File: src/rtl/umi_fifo_lfsr.sv
// rtl/umi_fifo_lfsr.sv - 16-bit Fibonacci LFSR (x^16+x^14+x^13+x^11+1) for chaos back-pressure
module umi_fifo_lfsr (
    input  logic        clk,
    input  logic        nreset,
    output logic [15:0] lfsr
);

    logic [15:0] lfsr_q;
    logic [15:0] lfsr_d;
    logic        feedback;

    // Taps at bits 16,14,13,11 map to indices 15,13,12,10; free-running regardless of chaosmode.
    always_comb begin
        feedback = lfsr_q[15] ^ lfsr_q[13] ^ lfsr_q[12] ^ lfsr_q[10];
        lfsr_d   = {lfsr_q[14:0], feedback};
    end

    always_ff @(posedge clk or negedge nreset) begin
        if (!nreset) begin
            lfsr_q <= 16'h0001;
        end else begin
            lfsr_q <= lfsr_d;
        end
    end

    assign lfsr = lfsr_q;

endmodule

File: src/rtl/umi_fifo_sync.sv
// rtl/umi_fifo_sync.sv - synchronous UMI FIFO with empty-only bypass and LFSR chaos back-pressure
module umi_fifo_sync #(
    parameter int DW        = 128,
    parameter int AW        = 64,
    parameter int CW        = 32,
    parameter int DEPTH     = 4,
    parameter int AFULL_LVL = DEPTH - 1
) (
    input  logic                   clk,
    input  logic                   nreset,
    input  logic                   bypass,
    input  logic                   chaosmode,
    input  logic                   umi_in_valid,
    output logic                   umi_in_ready,
    input  logic [CW-1:0]          umi_in_cmd,
    input  logic [AW-1:0]          umi_in_dstaddr,
    input  logic [AW-1:0]          umi_in_srcaddr,
    input  logic [DW-1:0]          umi_in_data,
    output logic                   umi_out_valid,
    input  logic                   umi_out_ready,
    output logic [CW-1:0]          umi_out_cmd,
    output logic [AW-1:0]          umi_out_dstaddr,
    output logic [AW-1:0]          umi_out_srcaddr,
    output logic [DW-1:0]          umi_out_data,
    output logic                   fifo_full,
    output logic                   fifo_empty,
    output logic                   fifo_afull,
    output logic [$clog2(DEPTH):0] fifo_level
);

    localparam int AWID = $clog2(DEPTH);
    localparam int PW   = AWID + 1;
    localparam int EW   = CW + 2 * AW + DW;
    localparam logic [PW-1:0] AFULL_LVL_W = PW'(AFULL_LVL);

    logic [PW-1:0] wptr_q, wptr_d;
    logic [PW-1:0] rptr_q, rptr_d;
    logic [EW-1:0] mem [DEPTH];
    logic [EW-1:0] in_entry;
    logic [EW-1:0] out_entry;
    logic [15:0]   lfsr;
    logic          unused_lfsr;
    logic          chaos_block;
    logic          bypass_active;
    logic          push;
    logic          pop;

    umi_fifo_lfsr u_lfsr (
        .clk    (clk),
        .nreset (nreset),
        .lfsr   (lfsr)
    );

    assign unused_lfsr = ^lfsr[15:1];
    assign chaos_block = chaosmode & lfsr[0];

    // Extra pointer MSB distinguishes full from empty when the index bits match.
    assign fifo_empty = (wptr_q == rptr_q);
    assign fifo_full  = (wptr_q[AWID] != rptr_q[AWID]) &&
                        (wptr_q[AWID-1:0] == rptr_q[AWID-1:0]);
    assign fifo_level = wptr_q - rptr_q;
    assign fifo_afull = (fifo_level >= AFULL_LVL_W);

    // Bypass only engages once drained, so queued entries always leave first.
    assign bypass_active = bypass & fifo_empty;

    assign in_entry  = {umi_in_cmd, umi_in_dstaddr, umi_in_srcaddr, umi_in_data};
    assign out_entry = bypass_active ? in_entry : mem[rptr_q[AWID-1:0]];
    assign {umi_out_cmd, umi_out_dstaddr, umi_out_srcaddr, umi_out_data} = out_entry;

    assign umi_in_ready  = bypass_active ? umi_out_ready : (~fifo_full & ~chaos_block);
    assign umi_out_valid = bypass_active ? umi_in_valid : ~fifo_empty;

    assign push = umi_in_valid & umi_in_ready & ~bypass_active;
    assign pop  = umi_out_ready & ~fifo_empty & ~bypass_active;

    always_comb begin
        wptr_d = wptr_q;
        rptr_d = rptr_q;
        if (push) begin
            wptr_d = wptr_q + PW'(1);
        end
        if (pop) begin
            rptr_d = rptr_q + PW'(1);
        end
    end

    always_ff @(posedge clk or negedge nreset) begin
        if (!nreset) begin
            wptr_q <= '0;
            rptr_q <= '0;
        end else begin
            wptr_q <= wptr_d;
            rptr_q <= rptr_d;
        end
    end

    // Storage carries no reset; a write during reset is orphaned because wptr stays at zero.
    always_ff @(posedge clk) begin
        if (push) begin
            mem[wptr_q[AWID-1:0]] <= in_entry;
        end
    end

endmodule

File: config.mk
export PLATFORM = sky130hd
export DESIGN_NAME = umi_fifo_sync
export DESIGN_NICKNAME = d
export VERILOG_FILES = /design/src/rtl/umi_fifo_lfsr.sv /design/src/rtl/umi_fifo_sync.sv
export SDC_FILE = /design/constraint.sdc
export NUM_CORES = 1
export LEC_CHECK = 0
export CAP_MARGIN = 20
export CELL_PAD_IN_SITES_DETAIL_PLACEMENT = 1
export CELL_PAD_IN_SITES_GLOBAL_PLACEMENT = 1
export CORE_MARGIN = 1
export CORE_UTILIZATION = 45
export CTS_BUF_LIST = sky130_fd_sc_hd__clkbuf_8
export CTS_CLUSTER_DIAMETER = 30
export CTS_CLUSTER_SIZE = 10
export DETAILED_ROUTE_END_ITERATION = 16
export GPL_ROUTABILITY_DRIVEN = 0
export GPL_TIMING_DRIVEN = 0
export PLACE_DENSITY = 0.79
export SETUP_SLACK_MARGIN = 0.2
export SKIP_LAST_GASP = 1
export SLEW_MARGIN = 20
export SYNTH_ARGS = -nofsm -noshare
export SYNTH_HDL_FRONTEND = slang
export SYNTH_SLANG_ARGS = --single-unit
File: constraint.sdc
create_clock -name clk -period 57.3 [get_ports clk]
set_clock_uncertainty 0.15 [all_clocks]
set_input_delay 8.595 -clock clk [delete_from_list [all_inputs] [get_ports clk]]
set_output_delay 8.595 -clock clk [all_outputs]
set_load 0.01 [all_outputs]
==> results.yml <==
run_status:
  outcome: "completed"
floorplan:
  die_y_um: 322.6
  die_w_um: 322.6
  start_util_pct: 45.40
  ioPinCount: 590
  rows: 117
  die_area_mm2: 0.1041
  core_area_mm2: 0.1019
critical_path:
  cp_max_fo: 10
  reg2regPathDepth: 13
  worstSetupStartpoint: "bypass"
  path_class: "in -> out"
  worstPathArrival_ps: 11920
  cp-end-kind: "primary output"
  timing.rr.end: "mem[1][32]"
  cp-start-kind: "primary input"
  reg2reg_from: "rptr_q[1]"
  endpoint: "umi_out_data[97]"
  rrSetupSlack_ps: 51760
  cp.required_ps: 48560
clock_tree:
  clockBufferDepth: 3
  path_clk_slew_ps: 60
  clockRootBuffer: "clkbuf_8"
  cts_resized: 0
  cts_hold_buffers: 0
  cts_buffers: 225
  h-tree-depth: 4
  clock-sinks: 1174
  cts_tree: "yes"
  clk_latency_ps: 870
  post-cts-setup-buffers: 0
global_routing:
  grt_max_degree: 45
  grt_pass1_wl_um: 173200
  gr-total-overflow: 0
  antenna_found_initial: 34
  grt_pass1_vias: 26020
  grt_usage_pct: 22.88
routing:
  drtAntennaViolNets: 0
  routed_via_density: 5.395
  wire_per_inst_um: 27.60
  vias: 23486
  wirelength_um: 120100
  drt_iter0_markers: 1404
  dr.pass1.iters: 5
  drc: 0
timing:
  worst_pin_slew_ps: 1087
  tns_ps: 0
  finalMaxSlewViolations: 0
  fin_crit_ps: 20660
  hold_viol: 0
  layout_setup_ws_ps: 36640
  setup_violations: 0
  period_share_pct: 36.06
  grt_setup_unrepaired: "false"
  relSlewSlack_pct: 27.54
  max_clock_freq_mhz: 48.40
synthesis:
  syn_nets: 2193
  postSynthRegisterBits: 1174
  synth_xor_area_share_pct: 0.1866
  ys_seq_area_share_pct: 75.97
  yosysUniqueCellTypes: 26
  avgSynthCellArea_um2: 24.46
  synth_compound_area_share_pct: 0.02705
  syn_area_mm2: 0.04626
  yosys_warnings: 0
  synth_top_family_by_area: "multiplexers"
  synth_fa_ha_area_share_pct: 0.2326
  synth.area.mux_share_pct: 21.88
  synthSimpleGateAreaFrac_pct: 0.1974
  synthCells: 1891
placed_design:
  place_ws_ps: 36630
  numPortBuffers: 589
  place_hpwl_um: 77490
pwr:
  cellPowerDensity_mw_per_mm2: 60.52
  p_leak_nw: 19.98
  peakVddDrop_mv: 0.03954
finish:
  regArea_mm2: 0.03515
  drive_gt1_share_pct: 36.78
  syn2layout_area_growth_pct: 29.74
  nFillCells: 8679
  fin_nets: 3070
  multiInputGateArea_mm2: 0.01043
flow_run:
  cap_violations: 0
hold_path:
  hp-class: "reg -> reg"
-- worst max-delay path: stages --
cell and delay (ps):
clkdlybuf4s50_1 600, nand3_1 140, nor2_1 220, clkbuf_1 830, buf_2 490, mux2_2 410
clkdlybuf4s50_1 600
-- layout by cell type, fill, tap and decap left out, types with 5 or more instances in the layout --
master and n:
buf_1 5, buf_12 7, buf_16 14, buf_2 35, buf_4 29, buf_6 47
bufinv_16 37, clkbuf_1 20, clkbuf_8 228, clkdlybuf4s50_1 589, clkinv_1 25, clkinv_2 32
clkinv_4 18, clkinvlp_4 42, dfrtp_1 21, diode_2 24, edfxtp_1 1152, ha_1 7
inv_1 29, inv_6 11, mux2_2 192, mux2_4 98, mux4_2 288, nand2_1 6
xnor2_1 5
-- synth_stat cells --
cell type / instances / area, um^2
ha_1: 7 / 87.58
and2b_1: 1 / 7.510
nand2b_1: 1 / 6.260
mux2_2: 192 / 2162
buf_1: 5 / 18.77
nor3b_1: 1 / 7.510
inv_1: 6 / 22.52
nand2_1: 6 / 22.52
clkbuf_1: 20 / 75.07
dfstp_2: 1 / 26.28
and2_1: 3 / 18.77
dfrtp_1: 21 / 525.5
mux2_4: 98 / 1471
xor2_2: 1 / 16.27
a21o_1: 1 / 7.510
fa_1: 1 / 20.02
buf_2: 35 / 175.2
xor2_1: 3 / 26.28
buf_6: 36 / 405.4
xnor2_1: 5 / 43.79
nor2_1: 2 / 7.510
or2_2: 1 / 6.260
nand3_1: 3 / 15.01
mux4_2: 288 / 6486
o21ai_0: 1 / 5.000
edfxtp_1: 1152 / 34590
-- report_power, final --
part,switching [mW],internal [mW],total [mW],leakage (nW)
Sequential,0.0480,1.16,1.21,10.8
Combinational,0.692,0.788,1.48,6.55
Clock,0.391,0.550,0.941,2.60
-- metrics by stage --
step           utilization, %  total power, mW  hold WS, ps  cell area, um^2  cells
4_1_cts                 58.84            3.672        180.8            59960   4329
5_1_grt                 58.88            3.768        206.2            60000   4345
6_report                58.90            3.632        176.6            60020   4353
2_1_floorplan               -            2.087        181.2            46260   1891
3_5_place_dp            53.73            2.703        187.3            54750   3909
3_3_place_gp            52.87            2.787        188.3            53870   3848
-- sequential cells by signal, indices dropped and copies added (netlist names) --
register and cells:
mem 1152, wptr_q 3, rptr_q 3, u_lfsr.lfsr 16
-- worst min path at each step --
stage | startpoint | end | slack (ps) | cells after the start
finish | u_lfsr.lfsr[1] | u_lfsr.lfsr[2] | 180 | 0
global route | u_lfsr.lfsr[6] | u_lfsr.lfsr[7] | 210 | 0
CTS | u_lfsr.lfsr[1] | u_lfsr.lfsr[2] | 180 | 0
detailed placement | u_lfsr.lfsr[7] | u_lfsr.lfsr[8] | 190 | 0
global placement | u_lfsr.lfsr[8] | u_lfsr.lfsr[9] | 190 | 0
floorplan | u_lfsr.lfsr[9] | u_lfsr.lfsr[10] | 180 | 0
-- routing by layer --
| layer | part of all wire [%] | track usage [%] | vias to the layer above |
|---|---|---|---|
| met5 | 0.14 | 0 | - |
| met4 | 3.2 | 9.784 | 28 |
| met3 | 7.3 | 7.333 | 264 |
| met2 | 52 | 39.16 | 879 |
| met1 | 37 | 26.40 | 12370 |
| li1 | - | - | 9945 |
-- cell type report --
class | count | share of cell area [%]
buffer | 96 | 1.124
multi-input combinational | 615 | 17.38
antenna | 24 | 0.1001
tap | 1368 | 2.852
clock buffer | 228 | 5.229
clock inverter | 192 | 3.450
timing repair buffer | 650 | 11.27
sequential | 1174 | 58.56
inverter | 6 | 0.03753
-- kinds of logic after synthesis --
| group | count (synthesis) |
|---|---|
| compound gates | 2 |
| xor+xnor | 9 |
| fa+ha+maj | 8 |
| buf+inv | 102 |
| flops | 1174 |
| mux | 578 |
| simple gates | 18 |
Note: power is estimated with default switching activity, not from simulation.
==> patch 1 (config.mk and constraints unchanged) <==
Reset style: synchronous (`nreset`), changed in 2 clocked blocks.
--- a/src/rtl/umi_fifo_lfsr.sv
+++ b/src/rtl/umi_fifo_lfsr.sv
@@ -17,3 +17,3 @@
 
-    always_ff @(posedge clk or negedge nreset) begin
+    always_ff @(posedge clk) begin
         if (!nreset) begin
--- a/src/rtl/umi_fifo_sync.sv
+++ b/src/rtl/umi_fifo_sync.sv
@@ -87,3 +87,3 @@
 
-    always_ff @(posedge clk or negedge nreset) begin
+    always_ff @(posedge clk) begin
         if (!nreset) begin
Function: changed (Yosys sat finds a counterexample within 4 cycles, from zero or initial values and one cycle with nreset low).
==> patch 1 against the original RTL <==
Count of clock-buffer cells in the layout up 3. Register-to-register slack better by 920 ps. Non-clock buffer count up 5. Worst setup slack better by 150 ps. Routed wire length up 2.1%. Synthesized cell count up 1.6%. Cell area up 0.30%. Sequential cell count up 2. Area after synthesis down 0.12%.
Power is not compared: it rests on default switching activity, and its combinational part moved more than twofold at a synthesized area within 25%.
==> patch 1: results (changes against the original RTL) <==
Iter 0 DRT Violations=1657 (was 1404); Worst-Skew Late Latency=between 800 and 900 ps; Layout Cells excl Fill=4394 (was 4353); CTS Buf Count=230 (was 225); most common library cells after synthesis=1152 x edfxtp_1, 288 x mux4_2, 190 x mux2_2, 98 x mux2_4, 51 x buf_2 (was 1152 x edfxtp_1, 288 x mux4_2, 192 x mux2_2, 98 x mux2_4, 36 x buf_6); # port buffers=588 (was 589); Synthesized Nets=2223 (was 2193); ys async rst share=0% (was 1.874%); Gates resized, CTS repair=0 (unchanged); total wire length=122700 microns (was 120100 microns); Pleak=19.78 nW; Min-Delay Path Class=reg -> reg (unchanged); max FFs per register=1152 (unchanged); placed cell areas=54680 sq um (was 54750 sq um); Mapped Avg Cell Area=24.05 sq um (was 24.46 sq um); maximum clock path buffer count=3 (unchanged); status=completed (unchanged); relative slew slack=40.35% (was 27.54%); first-pass GRT wire length=177600 microns (was 173200 microns); Final Net Count=3107 (was 3070); sequential-to-total area share from yosys stat=75.91% (was 75.97%); worst path arrival time=11770 ps (was 11920 ps); mux cell area share after synthesis=21.92% (was 21.88%); Synth area leaders=edfxtp_1 75%, mux4_2 14%, mux2_2 4.6% (was edfxtp_1 75%, mux4_2 14%, mux2_2 4.7%); share of layout cells above drive strength 1=36.48% (was 36.78%); postcts setup bufs=0 (unchanged); TritonRoute pass-1 iters=4 (was 5); gr usage total=23.46% (was 22.88%); largest net degree at the start of global routing=47 (was 45); XOR/XNOR share of the synthesized area=0.1489% (was 0.1866%); placed cell count=3941 (was 3909); initial antenna violation count=41 (was 34); detailed placement HPWL=77940 microns (was 77490 microns); Post-Synth Adder-Cell Area=0.2329% (was 0.2326%); Distinct cells, synth=28 (was 26); post-synthesis compound-gate area fraction=0.07312% (was 0.02705%); H-tree depth=4 (unchanged); number of global-route vias before repair=26.53k (was 26.02k); DR vias/cell=5.428 (was 5.395)
[patch 1: where the power goes]
group / switching (W) / total (W) / internal [W]
registers: 0.0000116 / 0.00101 / 0.000994
logic: 0.000316 / 0.000698 / 0.000382
clock network: 0.000406 / 0.000984 / 0.000578
total: 0.000734 / 0.00269 / 0.00195
[patch 1: routing by layer]
layer  part of all wire (%)  wire length, microns  up-vias  track usage (%)
met5                   0.19                   236        -                0
met4                    3.3                  4085       36            10.23
met3                    7.5                  9149      263            7.421
met2                     53                 64600      887            40.53
met1                     36                 44660    12630            26.71
li1                       -                     -    10040                -
[patch 1: critical path: stages]
cell and delay, ps:
clkdlybuf4s50_1 540, nand3_1 120, nor2_1 350, clkbuf_1 720, buf_2 470, mux2_2 410
clkdlybuf4s50_1 550
[patch 1: final timing paths]
check	start	to	slack [ps]	cells past startpoint
worst max-delay path	bypass	umi_out_srcaddr[26]	36780	7
worst min-delay path	u_lfsr.lfsr[14]	u_lfsr.lfsr[15]	290	1
worst max register to register	wptr_q[0]	mem[3][98]	52680	16
worst min register to register	u_lfsr.lfsr[14]	u_lfsr.lfsr[15]	290	1
[patch 1: through the flow]
step	hold slack, ps	setup WS (ps)
2_1_floorplan	255.7	25960
3_3_place_gp	262.2	8085
3_5_place_dp	277.3	36690
4_1_cts	294.3	36630
5_1_grt	302.3	36670
6_report	287.0	36780
[patch 1: kinds of logic (layout without fill, tap and decap cells)]
kind of cell,Yosys count,after routing
fa+ha+maj,8,8
other cells,0,22
compound gates,5,5
simple gates,42,42
buf+inv,104,1187
flops,1176,1176
xor+xnor,7,7
mux,579,579
[patch 1: final cells by class]
| class | instances | area (sq um) |
|---|---|---|
| fill | 8675 | 41540 |
| timing repair buffer | 652 | 6754 |
| tap | 1368 | 1712 |
| inverter | 5 | 18.77 |
| buffer | 99 | 551.8 |
| clock buffer | 231 | 3179 |
| sequential | 1176 | 35070 |
| clock inverter | 200 | 2281 |
| multi-input combinational | 641 | 10570 |
| antenna | 22 | 55.05 |
==> patch 2 (same settings) <==
Without the edit above. The parameter `DW` goes from 128 to 132.
--- a/src/rtl/umi_fifo_sync.sv
+++ b/src/rtl/umi_fifo_sync.sv
@@ -2,3 +2,3 @@
 module umi_fifo_sync #(
-    parameter int DW        = 128,
+    parameter int DW        = 132,
     parameter int AW        = 64,
Ports: changed (resized umi_in_data and umi_out_data); port bits go from 590 to 598. The function was not compared with the original's and may differ.
==> patch 2 against the original RTL <==
Sequential cell count rose by 16. First-iteration DRC count rose by 5.3%. Total power is 2.3% higher. Worst setup slack improved by 290 ps. Area after synthesis rose by 0.56%. Routed wire length rose by 3.3%. Cell area rose by 1.5%. Via count is 2.4% higher. Largest power group unchanged.
==> patch 2: results (changes against the original RTL) <==
status=completed (unchanged); Worst-Skew Late Latency=880 ps; sequential-to-total area share from yosys stat=76.58% (was 75.97%); # port buffers=597 (was 589); fillcell total=8797 (was 8679); Clock transition at path regs=60 ps (about the same); Distinct cells, synth=26 (unchanged); Worst setup startpoint=bypass (unchanged); number of global-route vias before repair=26.78k (was 26.02k); Final Net Count=3128 (was 3070); CTS root buf=clkbuf_8 (unchanged); ys async rst share=1.849% (was 1.874%); Pleak=20.21 nW (was 19.98 nW); maximum clock path buffer count=3 (unchanged); largest net degree at the start of global routing=47 (was 45); CTS Buf Count=240 (was 225); EDFF count, synth=1168 (was 1152); H-tree depth=4 (unchanged); postcts setup bufs=0 (unchanged); Synthesized Nets=2223 (was 2193); initial antenna violation count=32 (was 34); gr usage total=23.44% (was 22.88%); max FFs per register=1168 (was 1152); DR vias/cell=5.442 (was 5.395); Ys Warns=0 (unchanged); detailed placement HPWL=78320 microns (was 77490 microns); most common library cells after synthesis=1168 x edfxtp_1, 294 x mux2_2, 292 x mux4_2, 36 x buf_6, 30 x buf_2 (was 1152 x edfxtp_1, 288 x mux4_2, 192 x mux2_2, 98 x mux2_4, 36 x buf_6); crit-path max cell delay=640 ps (was 830 ps); detail-routed net length per standard cell=28.06 microns (was 27.60 microns); start of the worst register-to-register path=rptr_q[1] (unchanged); Max IR drop VDD=0.03863 mV (was 0.03954 mV); slew at the pin closest to its max-slew limit=948.6 ps (was 1087 ps); final hold violation count=0 (unchanged); Iter 0 DRT Violations=1479 (was 1404); family with the most delay on the worst path=buffers and inverters (unchanged); worst path arrival time=11630 ps (was 11920 ps); Min-Delay Path Class=reg -> reg (unchanged); Synth area leaders=edfxtp_1 75%, mux4_2 14%, mux2_2 7.1% (was edfxtp_1 75%, mux4_2 14%, mux2_2 4.7%); CP Max Fanout=10 (unchanged); first-pass GRT wire length=178200 microns (was 173200 microns); share of layout cells above drive strength 1=37.58% (was 36.78%); TritonRoute pass-1 iters=5 (unchanged); critical path's slowest cell=nor2_2 (was clkbuf_1)
-- patch 2: changes by cell type after synthesis, sizes merged --
| cell | change |
|---|---|
| edfxtp | +16 |
| mux2 | +4 |
| clkbuf | -7 |
| buf | +9 |
| mux4 | +4 |
-- patch 2: kinds of logic after synthesis --
family / share of synthesized area (%)
AO/OA/AOI/OAI: 0.02689
AND/OR/NAND/NOR: 0.2017
multiplexers: 21.25
XOR/XNOR: 0.1694
adder cells (fa/ha/maj): 0.2313
buffers and inverters: 1.533
flip-flops: 76.58
-- patch 2: worst paths after layout --
check	endpoint	slack, ps	cells past startpoint
worst max-delay path	umi_out_srcaddr[31]	36920	7
worst min-delay path	u_lfsr.lfsr[2]	190	0
worst max register to register	mem[1][119]	52250	13
worst min register to register	u_lfsr.lfsr[2]	190	0
max in group asynchronous	rptr_q[0]	49120	1
min in group asynchronous	u_lfsr.lfsr[7]	7520	1
-- patch 2: power breakdown --
group / internal, W / leakage [nW] / switching (W)
logic: 0.000770 / 6.34 / 0.000701
clock network: 0.000593 / 2.91 / 0.000425
registers: 0.00118 / 11.0 / 0.0000484
-- patch 2: final cells by class --
type	count	area (sq um)	area share [%]
well taps	1368	1712	2.811
repair buffers	663	6918	11.36
multi-input cells	623	10190	16.74
diodes	22	55.05	0.09041
inverters	6	22.52	0.03699
flip-flops and latches	1190	35630	58.51
clock buffers	241	3317	5.447
plain buffers	98	690.7	1.134
clock inverters	210	2359	3.873
-- patch 2: stage by stage --
stage / instances / total power, W / setup WS, ps / area, sq um
after global routing: 4417 / 0.003851 / 36790 / 60880
final: 4421 / 0.003716 / 36920 / 60890
after global placement: 3882 / 0.002795 / 7634 / 54210
after floorplan: 1917 / 0.002079 / 25900 / 46520
after detailed placement: 3948 / 0.002707 / 36840 / 55170
after CTS: 4399 / 0.003757 / 36800 / 60840
-- patch 2: routing by layer --
| layer | track usage, % | wire (microns) | up-vias |
|---|---|---|---|
| li1 | - | - | 10110 |
| met1 | 26.91 | 45740 | 12850 |
| met2 | 40.48 | 65570 | 826 |
| met3 | 6.843 | 7904 | 243 |
| met4 | 10.71 | 4682 | 26 |
| met5 | 0 | 179 | - |
